### src/rtl/kernel_convolve_if.sv
// kernel_convolve_if: kernel load, window and pixel handshakes for
// kernel_convolve. The master drives kernels and windows and accepts pixels.
interface kernel_convolve_if #(
  parameter int MAX_KERNEL = 3
);
  localparam int KW = $clog2(MAX_KERNEL + 1);

  logic [MAX_KERNEL-1:0][MAX_KERNEL-1:0][7:0] kernel;
  logic [KW-1:0]                              kernel_size;
  logic                                       kernel_load;
  logic [MAX_KERNEL-1:0][MAX_KERNEL-1:0][7:0] window;
  logic                                       window_valid;
  logic                                       window_ready;
  logic [7:0]                                 pixel_out;
  logic                                       pixel_valid;
  logic                                       pixel_ready;
  logic                                       busy;
  logic                                       err;

  modport master (
    output kernel, kernel_size, kernel_load, window, window_valid, pixel_ready,
    input  window_ready, pixel_out, pixel_valid, busy, err
  );

  modport slave (
    input  kernel, kernel_size, kernel_load, window, window_valid, pixel_ready,
    output window_ready, pixel_out, pixel_valid, busy, err
  );
endinterface

### src/rtl/kernel_convolve.sv
// kernel_convolve: latches a Q0.8 weight matrix on a load pulse, then filters
// one pixel window at a time with a single multiply-accumulate per cycle and
// emits a rounded 8-bit pixel.
// Optional feature: define KERNEL_CONVOLVE_SAT_EN to saturate results above
// 255 to 255; without it the rounded result wraps to its low 8 bits.
module kernel_convolve #(
  parameter int MAX_KERNEL = 3
) (
  input logic              clk,
  input logic              n_rst,
  kernel_convolve_if.slave bus
);

  localparam int KW = $clog2(MAX_KERNEL + 1);
  localparam int AW = 16 + $clog2(MAX_KERNEL * MAX_KERNEL);
  localparam int CW = (MAX_KERNEL > 1) ? $clog2(MAX_KERNEL) : 1;

  typedef enum logic [1:0] {S_IDLE, S_READY, S_MAC, S_OUT} state_t;

  state_t                                     r_state;
  logic [MAX_KERNEL-1:0][MAX_KERNEL-1:0][7:0] r_kw;
  logic [MAX_KERNEL-1:0][MAX_KERNEL-1:0][7:0] r_win;
  logic [KW-1:0]                              r_ks;
  logic [CW-1:0]                              r_cx;
  logic [CW-1:0]                              r_cy;
  logic [AW-1:0]                              r_acc;
  logic [7:0]                                 r_pixel_out;
  logic                                       r_pixel_valid;
  logic                                       r_window_ready;
  logic                                       r_busy;
  logic                                       r_err;

  logic          w_ks_ok;
  logic          w_load_bad;
  logic          w_win_hs;
  logic [15:0]   w_prod;
  logic [AW-1:0] w_acc_next;
  logic          w_cx_last;
  logic          w_last;

  // Round (+0.5 LSB of Q0.8) and narrow the accumulated sum to 8 bits.
  function automatic logic [7:0] f_round_sat(input logic [AW-1:0] acc);
`ifdef KERNEL_CONVOLVE_SAT_EN
    logic [AW-9:0] q;
    q = (AW-8)'((acc + AW'(128)) >> 8);
    return (q > (AW-8)'(255)) ? 8'hFF : q[7:0];
`else
    return 8'((acc + AW'(128)) >> 8);
`endif
  endfunction

  assign w_ks_ok    = (bus.kernel_size != '0) && (bus.kernel_size <= KW'(MAX_KERNEL));
  assign w_load_bad = bus.kernel_load && !w_ks_ok;
  // A rejected load in the same cycle blocks the window handshake.
  assign w_win_hs   = (r_state == S_READY) && bus.window_valid && !w_load_bad;
  assign w_prod     = 16'(r_kw[r_cy][r_cx]) * 16'(r_win[r_cy][r_cx]);
  // The accumulator cannot overflow: MAX_KERNEL^2*255*255+128 fits in AW bits.
  assign w_acc_next = r_acc + AW'(w_prod);
  assign w_cx_last  = (KW'(r_cx) == r_ks - KW'(1));
  assign w_last     = w_cx_last && (KW'(r_cy) == r_ks - KW'(1));

  assign bus.window_ready = r_window_ready;
  assign bus.pixel_out    = r_pixel_out;
  assign bus.pixel_valid  = r_pixel_valid;
  assign bus.busy         = r_busy;
  assign bus.err          = r_err;

  // Capture the pixel window on handshake; pure data, so no reset.
  always_ff @(posedge clk) begin
    if (w_win_hs) r_win <= bus.window;
  end

  // Control FSM: kernel storage, MAC sequencing and registered outputs.
  always_ff @(posedge clk or negedge n_rst) begin
    if (!n_rst) begin
      r_state        <= S_IDLE;
      r_kw           <= '0;
      r_ks           <= '0;
      r_cx           <= '0;
      r_cy           <= '0;
      r_acc          <= '0;
      r_pixel_out    <= '0;
      r_pixel_valid  <= 1'b0;
      r_window_ready <= 1'b0;
      r_busy         <= 1'b0;
      r_err          <= 1'b0;
    end else begin
      r_err <= 1'b0;
      case (r_state)
        S_IDLE: begin
          if (bus.kernel_load) begin
            if (w_ks_ok) begin
              r_kw           <= bus.kernel;
              r_ks           <= bus.kernel_size;
              r_window_ready <= 1'b1;
              r_state        <= S_READY;
            end else begin
              r_kw  <= '0;
              r_ks  <= '0;
              r_err <= 1'b1;
            end
          end
        end

        S_READY: begin
          if (w_load_bad) begin
            r_kw           <= '0;
            r_ks           <= '0;
            r_err          <= 1'b1;
            r_window_ready <= 1'b0;
            r_state        <= S_IDLE;
          end else begin
            // A good load lands together with a coincident window.
            if (bus.kernel_load) begin
              r_kw <= bus.kernel;
              r_ks <= bus.kernel_size;
            end
            if (bus.window_valid) begin
              r_acc          <= '0;
              r_cx           <= '0;
              r_cy           <= '0;
              r_window_ready <= 1'b0;
              r_busy         <= 1'b1;
              r_state        <= S_MAC;
            end
          end
        end

        S_MAC: begin
          // Loads are refused here; the running sum keeps the old kernel.
          if (bus.kernel_load) r_err <= 1'b1;
          if (w_last) begin
            r_pixel_out   <= f_round_sat(w_acc_next);
            r_pixel_valid <= 1'b1;
            r_state       <= S_OUT;
          end else begin
            r_acc <= w_acc_next;
            if (w_cx_last) begin
              r_cx <= '0;
              r_cy <= r_cy + CW'(1);
            end else begin
              r_cx <= r_cx + CW'(1);
            end
          end
        end

        S_OUT: begin
          if (w_load_bad) begin
            // The pending pixel is dropped along with the kernel.
            r_kw          <= '0;
            r_ks          <= '0;
            r_err         <= 1'b1;
            r_pixel_valid <= 1'b0;
            r_busy        <= 1'b0;
            r_state       <= S_IDLE;
          end else begin
            if (bus.kernel_load) begin
              r_kw <= bus.kernel;
              r_ks <= bus.kernel_size;
            end
            if (bus.pixel_ready) begin
              r_pixel_valid  <= 1'b0;
              r_busy         <= 1'b0;
              r_window_ready <= 1'b1;
              r_state        <= S_READY;
            end
          end
        end

        default: r_state <= S_IDLE;
      endcase
    end
  end

endmodule
### src/flat_wrapper.sv
// flat-port wrapper written by rule: the top's interface ports become plain ports
module kernel_convolve_flat 
#(
  parameter int MAX_KERNEL = 3
)
  (clk, n_rst, bus_kernel, bus_kernel_size, bus_kernel_load, bus_window, bus_window_valid, bus_pixel_ready, bus_window_ready, bus_pixel_out, bus_pixel_valid, bus_busy, bus_err);
  kernel_convolve_if #(.MAX_KERNEL(MAX_KERNEL)) bus_i ();
  input logic clk;
  input logic n_rst;
  input wire logic [$bits(bus_i.kernel)-1:0] bus_kernel;
  input wire logic [$bits(bus_i.kernel_size)-1:0] bus_kernel_size;
  input wire logic [$bits(bus_i.kernel_load)-1:0] bus_kernel_load;
  input wire logic [$bits(bus_i.window)-1:0] bus_window;
  input wire logic [$bits(bus_i.window_valid)-1:0] bus_window_valid;
  input wire logic [$bits(bus_i.pixel_ready)-1:0] bus_pixel_ready;
  output wire logic [$bits(bus_i.window_ready)-1:0] bus_window_ready;
  output wire logic [$bits(bus_i.pixel_out)-1:0] bus_pixel_out;
  output wire logic [$bits(bus_i.pixel_valid)-1:0] bus_pixel_valid;
  output wire logic [$bits(bus_i.busy)-1:0] bus_busy;
  output wire logic [$bits(bus_i.err)-1:0] bus_err;
  assign bus_i.kernel = bus_kernel;
  assign bus_i.kernel_size = bus_kernel_size;
  assign bus_i.kernel_load = bus_kernel_load;
  assign bus_i.window = bus_window;
  assign bus_i.window_valid = bus_window_valid;
  assign bus_i.pixel_ready = bus_pixel_ready;
  assign bus_window_ready = bus_i.window_ready;
  assign bus_pixel_out = bus_i.pixel_out;
  assign bus_pixel_valid = bus_i.pixel_valid;
  assign bus_busy = bus_i.busy;
  assign bus_err = bus_i.err;
  kernel_convolve #(.MAX_KERNEL(MAX_KERNEL)) u_core (.clk(clk), .n_rst(n_rst), .bus(bus_i));
endmodule
### config.mk
export PLATFORM = sky130hd
export DESIGN_NAME = kernel_convolve_flat
export DESIGN_NICKNAME = d
export VERILOG_FILES = /design/src/rtl/kernel_convolve_if.sv /design/src/rtl/kernel_convolve.sv /design/src/flat_wrapper.sv
export SDC_FILE = /design/constraint.sdc
export NUM_CORES = 1
export LEC_CHECK = 0
export ABC_AREA = 1
export CAP_MARGIN = 25
export CORE_UTILIZATION = 50
export CTS_CLUSTER_SIZE = 24
export DETAILED_ROUTE_END_ITERATION = 10
export PLACE_DENSITY = 0.85
export SETUP_SLACK_MARGIN = 0.1
export SLEW_MARGIN = 20
export SYNTH_ARGS = -nofsm -noshare
export SYNTH_HDL_FRONTEND = slang
export SYNTH_SLANG_ARGS = --single-unit
### constraint.sdc
create_clock -name clk -period 5.16 [get_ports clk]
set_input_delay 1.032 -clock clk [delete_from_list [all_inputs] [get_ports clk]]
set_output_delay 1.032 -clock clk [all_outputs]
set_load 0.05 [all_outputs]
==> results.ini <==
[synth]
yosys_warnings=0
netlist_instances=1244
avgSynthCellArea_um2=8.78
synthesis.area_mm2=0.0109
synth_nets=1481
synth-async-reset-ratio=0.600
synth-seq-cells=180
synth-edff-count=72
synth_flop_cell=dfrtp_1
synth_cell_type_count=44
yosysSeqAreaShare=0.445

[worst_setup_path]
endpoint_kind=flop
critPathKind=flop to flop
start_kind=flop
critPathRequiredTime_ps=5550
cp_slowest_cell=fa_1
critical_path_arrival_ps=5830
slowest_delay_ps=590
cp_max_fo=5

[drt]
ant_nets=0
routed_wl_um=31400
wl_per_cell_um=17.6
drt-initial-drc-count=940
drtPass1Iterations=6
avgViaCountPerCell=5.52
drc=0
vias=9831

[global_route]
grt.overflow.total=0
antenna_found_initial=0
grt_pass1_wl_um=50100
first_global_vias=10100
grt_max_degree=115
grt_util_all_layers=0.291

[clock_tree]
cts_tree=yes
cts-root-buf=clkbuf_16
cts.sinks=180
clkTransAtPathRegs_ps=80
cts-buffers-inserted=17
holdBufCountCts=0
htreeDepth=4
clockBufferDepth=2
clk_latency_ps=450

[sta]
final-setup-viol-count=14
relSlewSlack=0.325
drv_slew=0
rsz0062_at_grt=yes
worst_slack_ps=-288
fmax_mhz=184
fin_crit_sh=1.06
skew_ps=13.9
finalCriticalPeriod_ps=5450
worst_slew_pin_slew_ps=1010
hold_viol=0

[floorplanning]
num_rows=53
boundaryPins=163
die-area_mm2=0.0224
die_h_um=150
start_util=0.515
coreArea_mm2=0.0212
die_w_um=150

[final_layout]
drive_gt1_frac=0.202
fin_cells=1781
n_antenna_cell=0
final_util=0.694
area_growth_pct=34.8
fillers=1501
nets=1730

[place]
hpwl_um=21600
dp.cells=1712
port_buffers=162
gp_congestion=0.896

[hold_path]
hp-class=flop to flop

[job]
drv_cap=0

[outcome]
status=finished with violations
failed_checks=setup timing

worst max-delay path: cells and delay by family (launching register included):
family	cells	cell delay, ps
and+or+nand+nor	10	820
DFF	1	460
buffers and inverters	10	830
AOI/OAI and AO/OA	6	750
adders and majority gates	6	2510
cells in the mapped netlist (6+ instances only):
library cell / n / share of area
o21ai_1: 20 / 0.0092
buf_6: 9 / 0.0093
o21ai_2: 19 / 0.015
edfxtp_1: 72 / 0.20
a21oi_1: 60 / 0.027
buf_2: 18 / 0.0082
o21ai_0: 113 / 0.052
nor2_1: 78 / 0.027
nand4_1: 7 / 0.0040
xor2_1: 6 / 0.0048
a22oi_1: 8 / 0.0055
ha_1: 36 / 0.041
dfrtp_1: 108 / 0.25
inv_1: 217 / 0.075
a2bb2oi_1: 8 / 0.0064
clkbuf_1: 16 / 0.0055
nand2_1: 250 / 0.086
fa_1: 50 / 0.092
nand3_1: 98 / 0.045
cell type report:
class / instances / area [um2] / share of cell area
Clock buffer: 17 / 425 / 0.0289
Clock inverter: 15 / 179 / 0.0122
Inverter: 223 / 850 / 0.0577
Multi-Input combinational cell: 789 / 5350 / 0.363
Sequential cell: 180 / 4870 / 0.331
Tap cell: 275 / 344 / 0.0234
Timing Repair Buffer: 279 / 2690 / 0.183
Timing Repair inverter: 3 / 18.8 / 0.00127
metrics by stage:
step	instance area, um2	setup WS, ps	setup TNS (ps)	hold slack [ps]
finish	14700	-288	-1920	478
global placement	13300	-220	-1310	458
global route	14700	-466	-4550	506
detailed placement	13300	-296	-1940	461
CTS	14500	-69.3	-124	480
floorplan	11000	103	0	444
metal layers:
layer / wire length (um) / track usage / part of all wire / vias to the layer above
li1: - / - / - / 4489
met1: 12500 / 0.377 / 0.40 / 4732
met2: 15300 / 0.484 / 0.49 / 516
met3: 2450 / 0.0476 / 0.078 / 94
met4: 1070 / 0.121 / 0.034 / 0
met5: 0 / 0 / 0 / -
flip-flops by register name, summed over array words and instances, names as in the netlist, named ones only:
register / flops
u_core.r_ks: 2
u_core.r_win: 72
u_core.bus.err: 1
u_core.bus.busy: 1
u_core.r_cx: 2
u_core.r_cy: 2
u_core.bus.pixel_out: 8
u_core.bus.window_ready: 1
u_core.r_acc: 16
u_core.r_state: 1
u_core.r_kw: 72
u_core.bus.pixel_valid: 1
logic make-up (layout without fill, tap and decap cells):
| logic type | after synthesis | count (layout) | synth area share |
|---|---|---|---|
| and+or+nand+nor | 457 | 457 | 0.183 |
| xor gates and xnor gates | 11 | 11 | 0.0102 |
| AOI/OAI and AO/OA | 235 | 235 | 0.123 |
| DFF | 180 | 180 | 0.445 |
| adders and majority gates | 86 | 86 | 0.133 |
| buffers and inverters | 275 | 537 | 0.106 |
placed cells by master (no fill, tap or decap), types with 4 or more instances in the layout:
cell and count:
nand2_1 219, inv_1 201, clkdlybuf4s50_1 161, dfrtp_1 106, buf_4 95, o21ai_0 92, nand3_1 92, edfxtp_1 72
nor2_1 69, fa_1 48, a21oi_1 47, o21ai_1 32, ha_1 27, nand2_2 26, o21ai_2 25, inv_2 19
clkbuf_16 17, a21oi_2 13, nand2_4 11, buf_6 11, buf_12 10, nor2_4 9, ha_4 9, nand3_2 8
inv_4 7, a2bb2oi_1 7, nand4_1 7, xor2_1 6, nor2_2 6, clkinv_8 6, a22oi_1 5, inv_8 4
nand3b_1 4, o22ai_2 4
path summary, 6_finish.rpt:
kind                       depth (start not counted)                 endpoint  slack, ps               startpoint
min                                                2  u_core.bus.pixel_out[0]        480  u_core.bus.pixel_out[0]
max reg2reg                                       32  u_core.bus.pixel_out[5]       -290           u_core.r_cy[1]
min in group asynchronous                          1           u_core.r_cx[1]        580                    n_rst
min reg2reg                                        2  u_core.bus.pixel_out[0]        480  u_core.bus.pixel_out[0]
max in group asynchronous                          2          u_core.r_acc[3]       3690                    n_rst
max                                               32  u_core.bus.pixel_out[5]       -290           u_core.r_cy[1]
repair_timing:
action,CTS,global route
endpoints found under the setup margin,15,17
resized for setup,99,45
buffers inserted,27,5
gates cloned,4,0
pin swaps,59,20
Power is left out: the tool's default activity adds up to more than one toggle a clock period on the data nets, which glitch-free logic cannot reach.
==> edit, RTL diff (same settings) <==
`MAX_KERNEL` is set to 3 in 3 places; all go to 6.
--- a/src/rtl/kernel_convolve_if.sv
+++ b/src/rtl/kernel_convolve_if.sv
@@ -3,3 +3,3 @@
 interface kernel_convolve_if #(
-  parameter int MAX_KERNEL = 3
+  parameter int MAX_KERNEL = 6
 );
--- a/src/rtl/kernel_convolve.sv
+++ b/src/rtl/kernel_convolve.sv
@@ -6,3 +6,3 @@
 module kernel_convolve #(
-  parameter int MAX_KERNEL = 3
+  parameter int MAX_KERNEL = 6
 ) (
--- a/src/flat_wrapper.sv
+++ b/src/flat_wrapper.sv
@@ -3,3 +3,3 @@
 #(
-  parameter int MAX_KERNEL = 3
+  parameter int MAX_KERNEL = 6
 )
Ports: changed (resized bus_kernel, bus_kernel_size and bus_window); port bits go from 163 to 596. No check against the original RTL was run, so the function may have changed too.
==> edit against the original RTL <==
  * The run still ends with negative setup slack left
  * Wire length rose to 3.6 times the old value
  * Design area increased to 2.9 times the old value
  * First-iteration DRC count grew to 4.0 times the old value
  * Area after synthesis rose to 2.8 times the old value
  * Setup slack got worse by 410 ps
  * Sequential cell count up 435
  * Critical path type unchanged
Power is left out: the tool's default activity adds up to more than one toggle a clock period on the data nets, which glitch-free logic cannot reach.
==> edit: results (changes against the original RTL) <==
| Metric | Value |
|---|---|
| Placer congestion estimate | 0.965 (was 0.896) |
| CTS H-tree lvls | 3 (was 4) |
| Nets | 4,625 (was 1,730) |
| Syn_nets | 3,937 (was 1,481) |
| Largest net degree at the start of global routing | 179 (was 115) |
| Wire length per cell | 23.5 µm (was 17.6 µm) |
| Status | finished, violations left (unchanged) |
| First-pass GRT wire length | 166,000 µm (was 50,100 µm) |
| Top-area cell type share of the netlist area | 0.284 (was 0.247) |
| PnR worst setup slack | -699 ps (was -288 ps) |
| Post-synthesis cell type count | 39 (was 44) |
| Regs by FF count | u_core.r_kw (288), u_core.r_win (288), u_core.r_acc (16) (was u_core.r_kw (72), u_core.r_win (72), u_core.r_acc (16)) |
| Ys async rst share | 0.532 (was 0.600) |
| R2R setup slack | -700 ps (was -290 ps) |
| Clk_skew | 40.0 ps (was 13.9 ps) |
| Crit path to | u_core.bus.pixel_out[7] (was u_core.bus.pixel_out[5]) |
| Adder-Cell Fraction of Synth Area | 0.0490 (was 0.133) |
| Synth top area cells | edfxtp_1 (28%), dfrtp_1 (27%), o21ai_0 (8.5%) (was dfrtp_1 (25%), edfxtp_1 (20%), fa_1 (9.2%)) |
| Synth Area in XOR/XNOR | 0.00202 (was 0.0102) |
| Initial antenna violation count | 31 (was 0) |
| Final setup fails | 17 (was 14) |
| First DRT Iteration DRCs | 3,722 (was 940) |
| Post-synth EDFFs | 288 (was 72) |
| Post-synthesis compound-gate area fraction | 0.142 (was 0.123) |
| Failing checks | negative setup slack (unchanged) |
| Crit path largest cell delay | 540 ps (was 590 ps) |
| Cells on worst reg2reg path | 35 (was 32) |
| Fillers | 3,989 (was 1,501) |
| Crit Path Max Fanout | 12 (was 5) |
| DPL Wire Length | 74,800 µm (was 21,600 µm) |
## edit: changes by cell type after synthesis, moves of 66 or more
cell and change:
buf_2 +71, o21ai_0 +405, dfrtp_1 +219, nand3_1 +387, inv_1 +95, nand2_1 +235
clkbuf_1 +86, o211ai_1 +86, a21oi_1 +70, edfxtp_1 +216, nor2_1 +66
## edit: worst min path at each step
| stage | start | slack [ps] | cells past startpoint | to |
|---|---|---|---|---|
| after detailed placement | u_core.bus.pixel_out[4] | 470 | 2 | u_core.bus.pixel_out[4] |
| after CTS | u_core.bus.pixel_out[4] | 490 | 2 | u_core.bus.pixel_out[4] |
| after global placement | u_core.bus.pixel_out[0] | 460 | 2 | u_core.bus.pixel_out[0] |
| after global routing | u_core.bus.pixel_out[4] | 510 | 2 | u_core.bus.pixel_out[4] |
| after floorplan | u_core.r_acc[0] | 460 | 2 | u_core.r_acc[0] |
| final | u_core.bus.pixel_out[4] | 480 | 2 | u_core.bus.pixel_out[4] |
## edit: cell families after synthesis
logic type      count (synthesis)
compound gates                795
xor+xnor                        7
fa+ha+maj                      89
buf+inv                       560
flops                         615
simple gates                 1198
## edit: layer usage
metal | vias up | wire length [µm] | global-route usage
met2 | 2104 | 54400 | 0.582
met1 | 13778 | 39700 | 0.428
met5 | - | 92 | 0
li1 | 12573 | - | -
met3 | 477 | 11300 | 0.0715
met4 | 14 | 7640 | 0.208
## edit: area by class of cell
type                            instances  area share
Antenna cell                           23     0.00133
Clock buffer                           87      0.0431
Clock inverter                         36     0.00993
Inverter                              318      0.0286
Multi-Input combinational cell       2089       0.290
Sequential cell                       615       0.390
Tap cell                              782      0.0226
Timing Repair Buffer                  860       0.215
Timing Repair inverter                  1    0.000376
## edit: timing repair
item,CTS,global route
endpoints found under the setup margin,18,19
pin swaps,83,96
gates cloned,16,7
resized for setup,247,185
buffers inserted,31,24
## edit: stage by stage
step / setup TNS [ps] / cell area [µm²] / setup slack (ps) / hold WS [ps]
floorplan: -335060 / 30500 / -1160 / 456
global placement: -7840 / 38300 / -666 / 462
detailed placement: -7940 / 38300 / -668 / 469
CTS: -4880 / 42200 / -467 / 485
global route: -12510 / 43200 / -946 / 509
finish: -8440 / 43200 / -699 / 483
## edit: worst max-delay path: cells and delay by family, from the launching register on
family                     cells  cell delay [ps]
adders and majority gates      6             2480
and+or+nand+nor               16             1330
buffers and inverters         11              900
DFF                            1              530
AOI/OAI and AO/OA              2              510
